File: config.mk
export PLATFORM = sky130hd
export DESIGN_NAME = matmul_engine_flat
export DESIGN_NICKNAME = d
export VERILOG_FILES = /design/src/rtl/matmul_engine_if.sv /design/src/rtl/matmul_engine.sv /design/src/flat_wrapper.sv
export SDC_FILE = /design/constraint.sdc
export NUM_CORES = 1
export LEC_CHECK = 0
export BUFFER_PORTS_ARGS = -buffer_cell sky130_fd_sc_hd__buf_2
export CORE_MARGIN = 2
export CORE_UTILIZATION = 67
export CTS_BUF_LIST = sky130_fd_sc_hd__clkbuf_2 sky130_fd_sc_hd__clkbuf_4 sky130_fd_sc_hd__clkbuf_8
export CTS_CLUSTER_DIAMETER = 80
export DETAILED_ROUTE_END_ITERATION = 16
export PLACE_DENSITY = 0.84
export SETUP_SLACK_MARGIN = 0.15
export SYNTH_ARGS = -nofsm -noshare
export SYNTH_HDL_FRONTEND = slang
export SYNTH_SLANG_ARGS = --single-unit
File: constraint.sdc
create_clock -name clk -period 12.3 [get_ports clk]
set_input_delay 2.46 -clock clk [delete_from_list [all_inputs] [get_ports clk]]
set_output_delay 2.46 -clock clk [all_outputs]
set_load 0.05 [all_outputs]
File: src/rtl/matmul_engine_if.sv
// Handshake/bus bundle for matmul_engine.
// Ports: start_in/mode_in request, valid_input/X_load element stream, read_n read strobe,
//        busy/ry/finish/sat_flag status and the registered read_data result.
interface matmul_engine_if #(
    parameter int DATA_W = 8,
    parameter int OUT_W  = 16
);
    logic              start_in;
    logic              mode_in;
    logic              valid_input;
    logic [DATA_W-1:0] X_load;
    logic              read_n;
    logic              busy;
    logic              ry;
    logic [OUT_W-1:0]  read_data;
    logic              finish;
    logic              sat_flag;

    modport master (
        output start_in, mode_in, valid_input, X_load, read_n,
        input  busy, ry, read_data, finish, sat_flag
    );

    modport slave (
        input  start_in, mode_in, valid_input, X_load, read_n,
        output busy, ry, read_data, finish, sat_flag
    );
endinterface

File: src/rtl/matmul_engine.sv
// Load/compute/readout engine: result[ROWS][COLS] = X[ROWS][K] * C[K][COLS], unsigned, saturated to OUT_W.
// Latency: ROWS*COLS*K compute cycles after the last X element; read_data valid one cycle after read_n=0.
// Backpressure: loads advance only on valid_input, readout only on read_n=0 while ry=1; others ignored.
// Ports: clk, rst (sync, active-high); bus (slave modport of matmul_engine_if).
module matmul_engine #(
    parameter int ROWS   = 4,
    parameter int K      = 8,
    parameter int COLS   = 4,
    parameter int DATA_W = 8,
    parameter int COEF_W = 8,
    parameter int OUT_W  = 16
) (
    input  logic           clk,
    input  logic           rst,
    matmul_engine_if.slave bus
);
    localparam int ACC_W = DATA_W + COEF_W + $clog2(K);
    localparam int RW    = (ROWS > 1) ? $clog2(ROWS) : 1;
    localparam int KW    = (K    > 1) ? $clog2(K)    : 1;
    localparam int CW    = (COLS > 1) ? $clog2(COLS) : 1;

    localparam logic [RW-1:0] R_LAST = RW'(ROWS - 1);
    localparam logic [KW-1:0] K_LAST = KW'(K - 1);
    localparam logic [CW-1:0] C_LAST = CW'(COLS - 1);

    localparam logic [2:0] S_IDLE    = 3'd0;
    localparam logic [2:0] S_LOAD_C  = 3'd1;
    localparam logic [2:0] S_LOAD_X  = 3'd2;
    localparam logic [2:0] S_COMPUTE = 3'd3;
    localparam logic [2:0] S_READY   = 3'd4;

    logic [2:0]        state_q, state_d;
    // r/k/c are shared: LOAD_C walks (k,c), LOAD_X walks (r,k), COMPUTE walks (r,c,k),
    // READY walks (r,c). Every phase leaves them wrapped back to zero.
    logic [RW-1:0]     r_q;
    logic [KW-1:0]     k_q;
    logic [CW-1:0]     c_q;
    logic [ACC_W-1:0]  acc_q;
    logic              finish_q;
    logic              sat_q;
    logic [OUT_W-1:0]  rdata_q;

    logic [COEF_W-1:0] c_mem_q [K][COLS];
    logic [DATA_W-1:0] x_mem_q [ROWS][K];
    logic [OUT_W-1:0]  res_q   [ROWS][COLS];

    logic              r_last, k_last, c_last;
    logic [ACC_W-1:0]  prod;
    logic [ACC_W-1:0]  acc_d;
    logic              sat;
    logic [OUT_W-1:0]  res_val;

    assign r_last = (r_q == R_LAST);
    assign k_last = (k_q == K_LAST);
    assign c_last = (c_q == C_LAST);

    // Single MAC: the k=0 cycle restarts the sum so no separate clear is needed.
    always_comb begin
        prod    = ACC_W'(x_mem_q[r_q][k_q]) * ACC_W'(c_mem_q[k_q][c_q]);
        acc_d   = (k_q == '0) ? prod : acc_q + prod;
        sat     = |(acc_d >> OUT_W);
        res_val = sat ? '1 : acc_d[OUT_W-1:0];
    end

    always_comb begin
        state_d = state_q;
        case (state_q)
            S_IDLE:    if (bus.start_in) state_d = bus.mode_in ? S_LOAD_C : S_LOAD_X;
            S_LOAD_C:  if (bus.valid_input && k_last && c_last) state_d = S_IDLE;
            S_LOAD_X:  if (bus.valid_input && r_last && k_last) state_d = S_COMPUTE;
            S_COMPUTE: if (r_last && c_last && k_last) state_d = S_READY;
            S_READY:   if (!bus.read_n && r_last && c_last) state_d = S_IDLE;
            default:   state_d = S_IDLE;
        endcase
    end

    always_ff @(posedge clk) begin
        if (rst) begin
            state_q  <= S_IDLE;
            r_q      <= '0;
            k_q      <= '0;
            c_q      <= '0;
            acc_q    <= '0;
            finish_q <= 1'b0;
            sat_q    <= 1'b0;
            rdata_q  <= '0;
            for (int i = 0; i < K; i++) begin
                for (int j = 0; j < COLS; j++) begin
                    c_mem_q[i][j] <= '0;
                end
            end
        end else begin
            state_q  <= state_d;
            finish_q <= 1'b0;
            case (state_q)
                S_IDLE: begin
                    if (bus.start_in && !bus.mode_in) sat_q <= 1'b0;
                end
                S_LOAD_C: begin
                    if (bus.valid_input) begin
                        c_mem_q[k_q][c_q] <= bus.X_load[COEF_W-1:0];
                        c_q <= c_last ? '0 : c_q + 1'b1;
                        if (c_last) k_q <= k_last ? '0 : k_q + 1'b1;
                    end
                end
                S_LOAD_X: begin
                    if (bus.valid_input) begin
                        k_q <= k_last ? '0 : k_q + 1'b1;
                        if (k_last) r_q <= r_last ? '0 : r_q + 1'b1;
                    end
                end
                S_COMPUTE: begin
                    acc_q <= acc_d;
                    if (k_last) begin
                        k_q <= '0;
                        if (sat) sat_q <= 1'b1;
                        c_q <= c_last ? '0 : c_q + 1'b1;
                        if (c_last) begin
                            r_q <= r_last ? '0 : r_q + 1'b1;
                            if (r_last) finish_q <= 1'b1;
                        end
                    end else begin
                        k_q <= k_q + 1'b1;
                    end
                end
                S_READY: begin
                    if (!bus.read_n) begin
                        rdata_q <= res_q[r_q][c_q];
                        c_q <= c_last ? '0 : c_q + 1'b1;
                        if (c_last) r_q <= r_last ? '0 : r_q + 1'b1;
                    end
                end
                default: ;
            endcase
        end
    end

    // X and result buffers are always fully rewritten before use, so they carry no reset.
    always_ff @(posedge clk) begin
        if (!rst && state_q == S_LOAD_X && bus.valid_input)
            x_mem_q[r_q][k_q] <= bus.X_load;
    end

    always_ff @(posedge clk) begin
        if (!rst && state_q == S_COMPUTE && k_last)
            res_q[r_q][c_q] <= res_val;
    end

    assign bus.busy      = (state_q != S_IDLE);
    assign bus.ry        = (state_q == S_READY);
    assign bus.finish    = finish_q;
    assign bus.sat_flag  = sat_q;
    assign bus.read_data = rdata_q;
endmodule

File: src/flat_wrapper.sv
// flat-port wrapper written by rule: the top's interface ports become plain ports
module matmul_engine_flat 
#(
    parameter int ROWS   = 4,
    parameter int K      = 8,
    parameter int COLS   = 4,
    parameter int DATA_W = 8,
    parameter int COEF_W = 8,
    parameter int OUT_W  = 16
)
  (clk, rst, bus_start_in, bus_mode_in, bus_valid_input, bus_X_load, bus_read_n, bus_busy, bus_ry, bus_read_data, bus_finish, bus_sat_flag);
  matmul_engine_if #(.DATA_W(DATA_W), .OUT_W(OUT_W)) bus_i ();
  input  logic clk;
  input  logic rst;
  input wire logic [$bits(bus_i.start_in)-1:0] bus_start_in;
  input wire logic [$bits(bus_i.mode_in)-1:0] bus_mode_in;
  input wire logic [$bits(bus_i.valid_input)-1:0] bus_valid_input;
  input wire logic [$bits(bus_i.X_load)-1:0] bus_X_load;
  input wire logic [$bits(bus_i.read_n)-1:0] bus_read_n;
  output wire logic [$bits(bus_i.busy)-1:0] bus_busy;
  output wire logic [$bits(bus_i.ry)-1:0] bus_ry;
  output wire logic [$bits(bus_i.read_data)-1:0] bus_read_data;
  output wire logic [$bits(bus_i.finish)-1:0] bus_finish;
  output wire logic [$bits(bus_i.sat_flag)-1:0] bus_sat_flag;
  assign bus_i.start_in = bus_start_in;
  assign bus_i.mode_in = bus_mode_in;
  assign bus_i.valid_input = bus_valid_input;
  assign bus_i.X_load = bus_X_load;
  assign bus_i.read_n = bus_read_n;
  assign bus_busy = bus_i.busy;
  assign bus_ry = bus_i.ry;
  assign bus_read_data = bus_i.read_data;
  assign bus_finish = bus_i.finish;
  assign bus_sat_flag = bus_i.sat_flag;
  matmul_engine #(.ROWS(ROWS), .K(K), .COLS(COLS), .DATA_W(DATA_W), .COEF_W(COEF_W), .OUT_W(OUT_W)) u_core (.clk(clk), .rst(rst), .bus(bus_i));
endmodule
## Word-level counts from Yosys, hierarchy flattened

Memories as Yosys holds them, arrays and structs flattened. A register that Yosys moved wholly into a read port is not among the register bits.
Cells that the tools add are included.

- $add $sub $neg: 4
- Multipliers: 1
- Magnitude comparators: 4
- Eq/ne operators: 20
- Mux-type cells: 65
- Bitwise operators: 6
- Reductions and logical operators: 34

Operators by type and width:

| kind | count |
|---|---|
| 2-to-1 mux 64 bit | 2 |
| 2-to-1 mux 32 bit | 3 |
| 2-to-1 mux 16 bit | 4 |
| 2-to-1 mux 8 bit | 6 |
| 2-to-1 mux 3 bit | 12 |
| binary-select mux 16 bit (select 2 bit) | 1 |
| demux 16 bit (select 2 bit) | 1 |
| OR reduction 32 bit | 1 |
| 2-to-1 mux 2 bit | 15 |
| binary-select mux 8 bit (select 3 bit) | 1 |
| demux 8 bit (select 3 bit) | 1 |
| adder 19 x 16 -> 19 bit | 1 |
| 2-to-1 mux 19 bit | 1 |
| != test 2 x 1 -> 1 bit, second input constant | 9 |
| binary-select mux 8 bit (select 2 bit) | 1 |
| demux 8 bit (select 2 bit) | 1 |
| multiplier 8 x 8 -> 16 bit | 1 |
| logical AND 1 bit | 15 |
| case mux 3 bit (5 select lines) | 1 |
| case mux 2 bit (3 select lines) | 2 |
| AND reduction 4 bit | 3 |
| nonzero test 3 bit | 4 |
| 2-to-1 mux 1 bit | 11 |
| AND reduction 5 bit | 2 |
| other kinds (22) | 35 |

- Flip-flop bits (word level): 47
- RAM bits: 768
- Input bits: 14
- Logic and storage cells: 145
- Memories kept: 3

Memories:

| name | depth | width | rd ports | clocked after memory_dff | write ports | RTL line | RTL |
|---|---|---|---|---|---|---|---|
| u_core.c_mem_q | 8 | 32 | 1 | 1 | 8 | matmul_engine.sv:43 | `logic [COEF_W-1:0] c_mem_q [K][COLS];` |
| u_core.res_q | 4 | 64 | 1 | 1 | 1 | matmul_engine.sv:45 | `logic [OUT_W-1:0] res_q [ROWS][COLS];` |
| u_core.x_mem_q | 4 | 64 | 1 | 1 | 1 | matmul_engine.sv:44 | `logic [DATA_W-1:0] x_mem_q [ROWS][K];` |

## Longest topological paths before layout

Gate-level depths: netlist of run 1.

- Word-level depth: 11
- Gate-level depth with buffers: 32
- Depth with buffers taken out: 27

## Worst setup path before layout of run 1

Ideal clock, no wire load.

- Path kind: register -> register
- Start: reg with a tool-made name
- End: mem u_core.res_q[0][10] in the netlist's numbering (data pin)
- Library setup time: 0.205 ns
- Arrival time: 7.553 ns
- Data required time: 12.095 ns
- Slack: 4.542 ns
- Stages on the path, launching flop included: 31
- Path buffers: 4
- Path through: dfxtp_1 -> buf_2 -> buf_2 -> buf_1 -> mux4_2 -> mux4_2 -> mux2i_4 -> nor2_1 -> fa_1 -> inv_1 -> fa_1 -> inv_1 -> fa_1 -> inv_1 -> fa_1 -> inv_1 -> ha_1 -> nand3_1 -> o2111ai_1 -> a31o_1 -> a21oi_1 -> xnor2_1 -> ha_1 -> a211o_1 -> a211o_1 -> a31oi_1 -> a21o_1 -> a21oi_2 -> a311o_1 -> buf_2 -> nand2_1

RTL lines:

| item | RTL line |
|---|---|
| end, declared | matmul_engine.sv:45 |

==> impl_results.rst, run 1 <==
.. list-table::
   :header-rows: 1

   * - Metric
     - Value
   * - Latest clock arrival within the worst-skew pair
     - 0.76 ns
   * - Highest clock rate
     - around 100 MHz
   * - Detailed-placement wirelength estimate
     - 51800 um
   * - Hold-fix buffers at CTS
     - 0
   * - Row Count
     - 85
   * - Most area-hungry cell type in the Yosys netlist
     - edfxtp_1
   * - Width of the chip
     - 238 um
   * - Average wire length per cell after detail routing
     - 27.5 um
   * - Synthesis-to-finish area growth
     - 7.96%
   * - Category of the worst setup path capture point
     - flip-flop
   * - Power per cell area
     - 169 nW/um^2
   * - Mapped cell area
     - 36700 um^2
   * - Data required time of the critical path
     - 12.58 ns
   * - First-pass GRT wire length
     - 125000 um
   * - Yosys reg bits
     - ~800
   * - Status
     - completed
   * - Residual antenna-violating net count after detailed routing
     - 0
   * - Max Fanout on Critical Path
     - 49
   * - Fin. max-slew vios
     - 0
   * - Leading cell types in the layout, fill and taps excluded
     - edfxtp_1 (768), and2_1 (258), mux4_2 (216)
   * - Filler cell count in the final layout
     - 3024
   * - Area share of the largest cell type after synthesis
     - between 60% and 70%
   * - Worst-case clock skew
     - between 0.06 and 0.07 ns
   * - Unrepaired setup endpoints after global routing
     - no
   * - Clock transition at the registers of the reported paths
     - 0.07 ns
   * - Number of resized instances in the post-cts repair step
     - 0
   * - Worst supply voltage drop on vdd
     - 0.123 mV
   * - Most used flip-flop cell after synthesis
     - edfxtp_1
   * - Setup TNS
     - 0 ns
   * - Floorplan Core Area
     - between 50000 and 60000 um^2
   * - Syn_area_per_cell
     - 16.7 um^2
   * - Area taken by flip-flops and latches
     - 24100 um^2
   * - Antenna violations before repair
     - 1
   * - Final setup violation count
     - 0
   * - P_leak
     - 0.0137 uW
   * - Die extent in y
     - 238 um
   * - FFs w/ async S/R, synth
     - 0%
   * - Post-synth net total
     - around 2300
   * - Worst Tran Pin Value
     - 1.35 ns
   * - DR vias/cell
     - ~6.7
   * - Share of the clock period used by the worst path after layout
     - 80.9%
   * - Total number of vias
     - 20400
   * - Maximum number of pins on one net before global-route repair
     - 66
   * - Instance count of the mapped netlist
     - 2191
   * - Final weighted congestion of routability-driven global placement
     - 0.953
   * - Post-layout net count
     - 2361
   * - Rel. slew slack
     - 9.59%
   * - Drt initial violations
     - 2555
   * - Number of buffers on the longest clock path
     - 3
   * - TritonCTS buffer count
     - 121
   * - Antenna diode count
     - 0
   * - Count of pins on the block boundary
     - 34
   * - DRT Wirelength
     - around 84000 um
   * - Area of the die
     - approximately 57000 um^2
   * - Share of synthesized area occupied by flip-flops and latches
     - around 66%
   * - Number of flops mapped to enable cells by yosys
     - 768
   * - Category of the critical setup timing path
     - reg2reg
   * - Synth top area cells
     - edfxtp_1 (63%), mux4_2 (13%), and2_1 (4.4%)
   * - Tightest hold margin
     - roughly 0.45 ns
   * - Effective utilization at floorplan
     - 67.9%
   * - CP Launch Type
     - flip-flop
   * - CTS tree
     - built
   * - Root buffer selected by CTS
     - clkbuf_8
   * - GR Util All Layers
     - 30.0%
   * - Number of global-route vias before repair
     - slightly above 20000
   * - Shortest clock period the worst path allows after layout
     - 9.95 ns
   * - Path class of the lowest-slack min-delay path
     - reg2reg
   * - Post-CTS setup buffer count
     - 0
   * - Hold Violations, Final
     - 0
   * - Max cap viols
     - 0
   * - Grt ovf
     - 0
   * - Data arrival, critical path
     - 10.23 ns
   * - Drt pass-1 iters
     - 7
   * - Number of distinct library cells after synthesis
     - 61
   * - Ratio of cells with drive above 1 in the final layout
     - 21.0%
   * - Area of the multi-input gates
     - between 10000 and 15000 um^2
   * - Sinks on Clock Net
     - 820
   * - Remaining design rule violation count
     - 0
   * - Deepest level of the CTS H-tree
     - 3
   * - Yosys Warn Count
     - 0
   * - Port Buffers
     - 33
   * - Leading cell type in the layout, fill and taps excluded
     - edfxtp_1
cells in the mapped netlist (19+ instances only):
master      n
dfxtp_1    52
and3_1     53
xnor2_1    19
a211oi_1   21
buf_2      19
and2_1    258
edfxtp_1  768
inv_1      58
nor2_1    140
clkbuf_1   84
mux4_2    216
fa_1       37
a22oi_1    36
nand2_1    78
a21oi_1    43
o21ai_1    37
ha_1       63
stage by stage:
stage	setup slack [ns]	std cells	util [%]	cell area [um^2]	total power, uW
4_1_cts	2.40	3038	73.3	39600	6680
3_5_place_dp	2.44	2820	69.0	37300	4610
3_3_place_gp	2.81	2820	69.0	37300	4540
6_report	2.35	3038	73.3	39600	6700
5_1_grt	1.77	3038	73.3	39600	6930
2_1_floorplan	4.54	2191	-	36700	4240
layer usage:
metal / part of all wire [%] / GRT usage [%] / wire length [um]
met2: 50 / 48.3 / 41400
met4: 3.1 / 11.3 / 2630
met3: 9.9 / 5.84 / 8300
met1: 37 / 41.7 / 31200
met5: 0.016 / 0 / 13
critical path: stages, from the launching register on:
cell and delay (ns):
dfxtp_4 1.01, buf_4 0.48, mux4_2 0.56, mux4_2 0.51, mux2i_4 0.26, nor2_1 0.10, fa_1 0.55, inv_1 0.06
fa_1 0.53, inv_1 0.05, fa_1 0.47, inv_1 0.05, fa_1 0.49, inv_1 0.05, ha_1 0.35, nand3_1 0.12
o2111ai_1 0.33, a31o_1 0.20, a21oi_1 0.07, xnor2_1 0.23, ha_1 0.35, a211o_1 0.36, a211o_1 0.24, a31oi_1 0.31
nand4_1 0.13, nand2_1 0.12, a311o_1 0.80, nand2_1 0.64
cell families (layout without fill, tap and decap cells):
| family | Yosys count | count (layout) | share of synthesized area, % |
|---|---|---|---|
| flip-flops | 820 | 820 | 65.7 |
| AND/OR/NAND/NOR | 602 | 602 | 8.77 |
| multiplexers | 244 | 244 | 14.6 |
| AO/OA/AOI/OAI | 205 | 205 | 3.63 |
| buffers and inverters | 197 | 348 | 2.57 |
| adder cells (fa/ha/maj) | 101 | 101 | 4.19 |
| XOR/XNOR | 22 | 22 | 0.525 |
final cells by class:
cell class / instances / area share (%)
clock buffers: 158 / 4.92
clock inverters: 60 / 0.919
inverters: 62 / 0.587
multi-input cells: 1174 / 29.4
flip-flops and latches: 820 / 60.9
well taps: 696 / 2.20
repair buffers: 68 / 1.08
state kept, by name, indices dropped and copies added, names as in the netlist, 2 cells and up, named ones only:
| name | count |
|---|---|
| u_core.acc_q | 19 |
| u_core.bus.read_data | 16 |
| u_core.x_mem_q | 256 |
| u_core.state_q | 3 |
| u_core.c_mem_q | 256 |
| u_core.r_q | 2 |
| u_core.k_q | 3 |
| u_core.res_q | 256 |
| u_core.c_q | 2 |
where the power goes:
part	switching [uW]	total (uW)	internal, uW
sequential	27.8	3400	3380
combinational	821	1180	356
clock	1030	2110	1080
total	1880	6700	4810
final timing paths:
| check | endpoint | cells past startpoint | start | slack (ns) |
|---|---|---|---|---|
| worst max-delay path | u_core.res_q[1][31]$_DFFE_PP_ | 27 | flip-flop | 2.35 |
| worst min-delay path | u_core.bus.read_data[6]$_SDFFE_PP0P_ | 2 | u_core.bus.read_data[6]$_SDFFE_PP0P_ | 0.45 |
| worst max register to register | u_core.res_q[1][31]$_DFFE_PP_ | 27 | flip-flop | 2.35 |
| worst min register to register | u_core.bus.read_data[6]$_SDFFE_PP0P_ | 2 | u_core.bus.read_data[6]$_SDFFE_PP0P_ | 0.45 |
Note: power is estimated with default switching activity, not from simulation.
==> run 2, diff against run 1 <==
- CORE_UTILIZATION: 67 -> 59
- PLACE_DENSITY: 0.84 -> 0.78
- clock period: 12.3 -> 8.45 ns (I/O delays scaled with it)
==> impl_results.rst, run 2 (same netlist as run 1, synthesis figures left out) <==
.. list-table::
   :header-rows: 1

   * - Metric
     - Value
   * - Residual antenna-violating net count after detailed routing
     - 0 (unchanged)
   * - Largest incremental delay on the critical path
     - 0.57 ns (was 1.01 ns)
   * - Power per cell area
     - 249 nW/um^2 (was 169 nW/um^2)
   * - Synthesis-to-finish area growth
     - 10.9% (was 7.96%)
   * - Fin. max-slew vios
     - 0 (unchanged)
   * - Deepest level of the CTS H-tree
     - 4 (was 3)
   * - DR vias/cell
     - 6.26 (was 6.70)
   * - Shortest clock period the worst path allows after layout
     - 8.12 ns (was 9.95 ns)
   * - Largest registers
     - u_core.c_mem_q x256, u_core.res_q x256, u_core.x_mem_q x256 (unchanged)
   * - Buf+Inv Stages, Crit Path
     - 4 (was 5)
   * - P_leak
     - 0.0142 uW (was 0.0137 uW)
   * - Total number of vias
     - 20300 (was 20400)
   * - Cell family contributing the most delay on the critical path
     - adder cells (unchanged)
   * - Count of pins on the block boundary
     - 34 (unchanged)
   * - Die extent in y
     - 253 um (was 238 um)
   * - Number of global-route vias before repair
     - 20300 (was 20600)
   * - First-pass GRT wire length
     - 124000 um (was 125000 um)
   * - Category of the worst setup path capture point
     - flip-flop (unchanged)
   * - Path class of the lowest-slack min-delay path
     - reg2reg (unchanged)
   * - Area of the die
     - 64200 um^2 (was 56700 um^2)
   * - Grt ovf
     - 0 (unchanged)
   * - GR Util All Layers
     - 26.5% (was 30.0%)
   * - Clock transition at the registers of the reported paths
     - 0.06 ns (was 0.07 ns)
   * - Tightest hold margin
     - 0.452 ns (was 0.454 ns)
   * - Data required time of the critical path
     - 8.90 ns (was 12.58 ns)
   * - Leading cell type in the layout, fill and taps excluded
     - edfxtp_1 (unchanged)
   * - WL met3
     - 7970 um (was 8300 um)
   * - CTS tree
     - built (unchanged)
   * - Drt initial violations
     - 2292 (was 2555)
   * - Met2 wirelength from detailed routing
     - 39800 um (was 41400 um)
   * - Maximum number of pins on one net before global-route repair
     - 65 (was 66)
   * - Remaining design rule violation count
     - 0 (unchanged)
   * - Antenna violations before repair
     - 3 (was 1)
   * - Total routed wire length on the met1 layer
     - 33600 um (was 31200 um)
   * - Floorplan Core Area
     - 61600 um^2 (was 54000 um^2)
   * - Sinks on Clock Net
     - 820 (unchanged)
   * - Ratio of cells with drive above 1 in the final layout
     - 24.5% (was 21.0%)
   * - Max Fanout on Critical Path
     - 18 (was 49)
   * - Filler cell count in the final layout
     - 4042 (was 3024)
   * - Hold-fix buffers at CTS
     - 0 (unchanged)
   * - Rel. slew slack
     - 19.9% (was 9.59%)
   * - Width of the chip
     - 253 um (was 238 um)
   * - Share of the clock period used by the worst path after layout
     - 96.1% (was 80.9%)
   * - Average wire length per cell after detail routing
     - 25.7 um (was 27.5 um)
   * - Setup TNS
     - 0 ns (unchanged)
   * - Worst supply voltage drop on vdd
     - 0.230 mV (was 0.123 mV)
   * - Highest routing layer actually used
     - met5 (unchanged)
   * - DRT Wirelength
     - 83400 um (was 83500 um)
   * - Worst-case clock skew
     - 0.0461 ns (was 0.0627 ns)
   * - Max cap viols
     - 0 (unchanged)
   * - Detailed-placement wirelength estimate
     - 51500 um (was 51800 um)
   * - Leading cell types in the layout, fill and taps excluded
     - edfxtp_1 (768), and2_1 (258), mux4_2 (216) (unchanged)
   * - Post-layout net count
     - 2418 (was 2361)
   * - CP Launch Type
     - flip-flop (unchanged)
   * - Worst Tran Pin Value
     - 1.20 ns (was 1.35 ns)
   * - Root buffer selected by CTS
     - clkbuf_8 (unchanged)
   * - Effective utilization at floorplan
     - 59.6% (was 67.9%)
   * - Port Buffers
     - 33 (unchanged)
   * - Status
     - completed (unchanged)
   * - Unrepaired setup endpoints after global routing
     - yes (was no)
   * - Cell with the largest stage delay on the worst path
     - mux4_2 (was dfxtp_4)
   * - Drt pass-1 iters
     - 7 (unchanged)
   * - Latest clock arrival within the worst-skew pair
     - 0.78 ns (was 0.76 ns)
   * - Data arrival, critical path
     - 8.57 ns (was 10.23 ns)
   * - Row Count
     - 91 (was 85)
   * - TritonCTS buffer count
     - 134 (was 121)
   * - Final weighted congestion of routability-driven global placement
     - 0.886 (was 0.953)
   * - Hold Violations, Final
     - 0 (unchanged)
   * - Category of the critical setup timing path
     - reg2reg (unchanged)
   * - Number of buffers on the longest clock path
     - 3 (unchanged)
   * - Final setup violation count
     - 0 (unchanged)
   * - Library cell appearing most often on the critical path
     - fa_1
   * - Highest clock rate
     - 123 MHz (was 100 MHz)
run 2: worst paths after layout:
path / start / endpoint / slack [ns] / depth (start not counted)
hold / removal: u_core.bus.read_data[12]$_SDFFE_PP0P_ / u_core.bus.read_data[12]$_SDFFE_PP0P_ / 0.45 / 2
setup reg to reg: flip-flop / u_core.res_q[2][62]$_DFFE_PP_ / 0.33 / 26
setup / recovery: flip-flop / u_core.res_q[2][62]$_DFFE_PP_ / 0.33 / 26
hold reg to reg: u_core.bus.read_data[12]$_SDFFE_PP0P_ / u_core.bus.read_data[12]$_SDFFE_PP0P_ / 0.45 / 2
run 2: where the power goes:
part           internal (uW)  total, uW  switching [uW]
clock                   1820       3420            1600
combinational            565       1770            1210
sequential              4900       4930            30.0
run 2: layer usage:
| layer | global-route usage (%) | vias up |
|---|---|---|
| met3 | 5.61 | 145 |
| met2 | 40.9 | 1130 |
| met4 | 8.74 | 2 |
| met5 | 0 | - |
| met1 | 38.3 | 10300 |
| li1 | - | 8724 |
run 2: timing repair:
| item | 4_1_cts | 5_1_grt |
|---|---|---|
| buffers inserted | 0 | 10 |
| cloned | 0 | 1 |
| setup endpoints to repair | 32 | 256 |
| gates resized for setup | 2 | 19 |
run 2: through the flow:
step / total power, uW / cell area (um^2) / util, % / std cells / setup slack (ns)
2_1_floorplan: 6170 / 36700 / - / 2191 / 0.692
3_3_place_gp: 6630 / 37800 / 61.4 / 2994 / 0.352
3_5_place_dp: 6710 / 37800 / 61.4 / 2994 / 0.139
4_1_cts: 10100 / 40500 / 65.8 / 3236 / 0.153
5_1_grt: 10500 / 40700 / 66.1 / 3248 / 0.0363
6_report: 10100 / 40700 / 66.1 / 3248 / 0.331
run 2: area by class of cell:
| type | count | area (um^2) | area share [%] |
|---|---|---|---|
| Sequential cell | 820 | 24100 | 59.3 |
| Multi-Input combinational cell | 1174 | 11700 | 28.8 |
| Clock buffer | 192 | 2310 | 5.68 |
| Tap cell | 837 | 1050 | 2.57 |
| Timing Repair Buffer | 112 | 896 | 2.20 |
| Clock inverter | 50 | 365 | 0.898 |
| Inverter | 62 | 233 | 0.572 |
| Antenna cell | 1 | 2.50 | 0.00615 |
run 2: worst register-to-register path, delay by kind of cell (launching register included):
kind / cells / cell delay [ns]
AND/OR/NAND/NOR: 5 / 0.88
XOR/XNOR: 1 / 0.17
flip-flops: 1 / 0.48
adder cells (fa/ha/maj): 6 / 2.57
multiplexers: 4 / 1.84
AO/OA/AOI/OAI: 6 / 1.47
buffers and inverters: 4 / 0.38
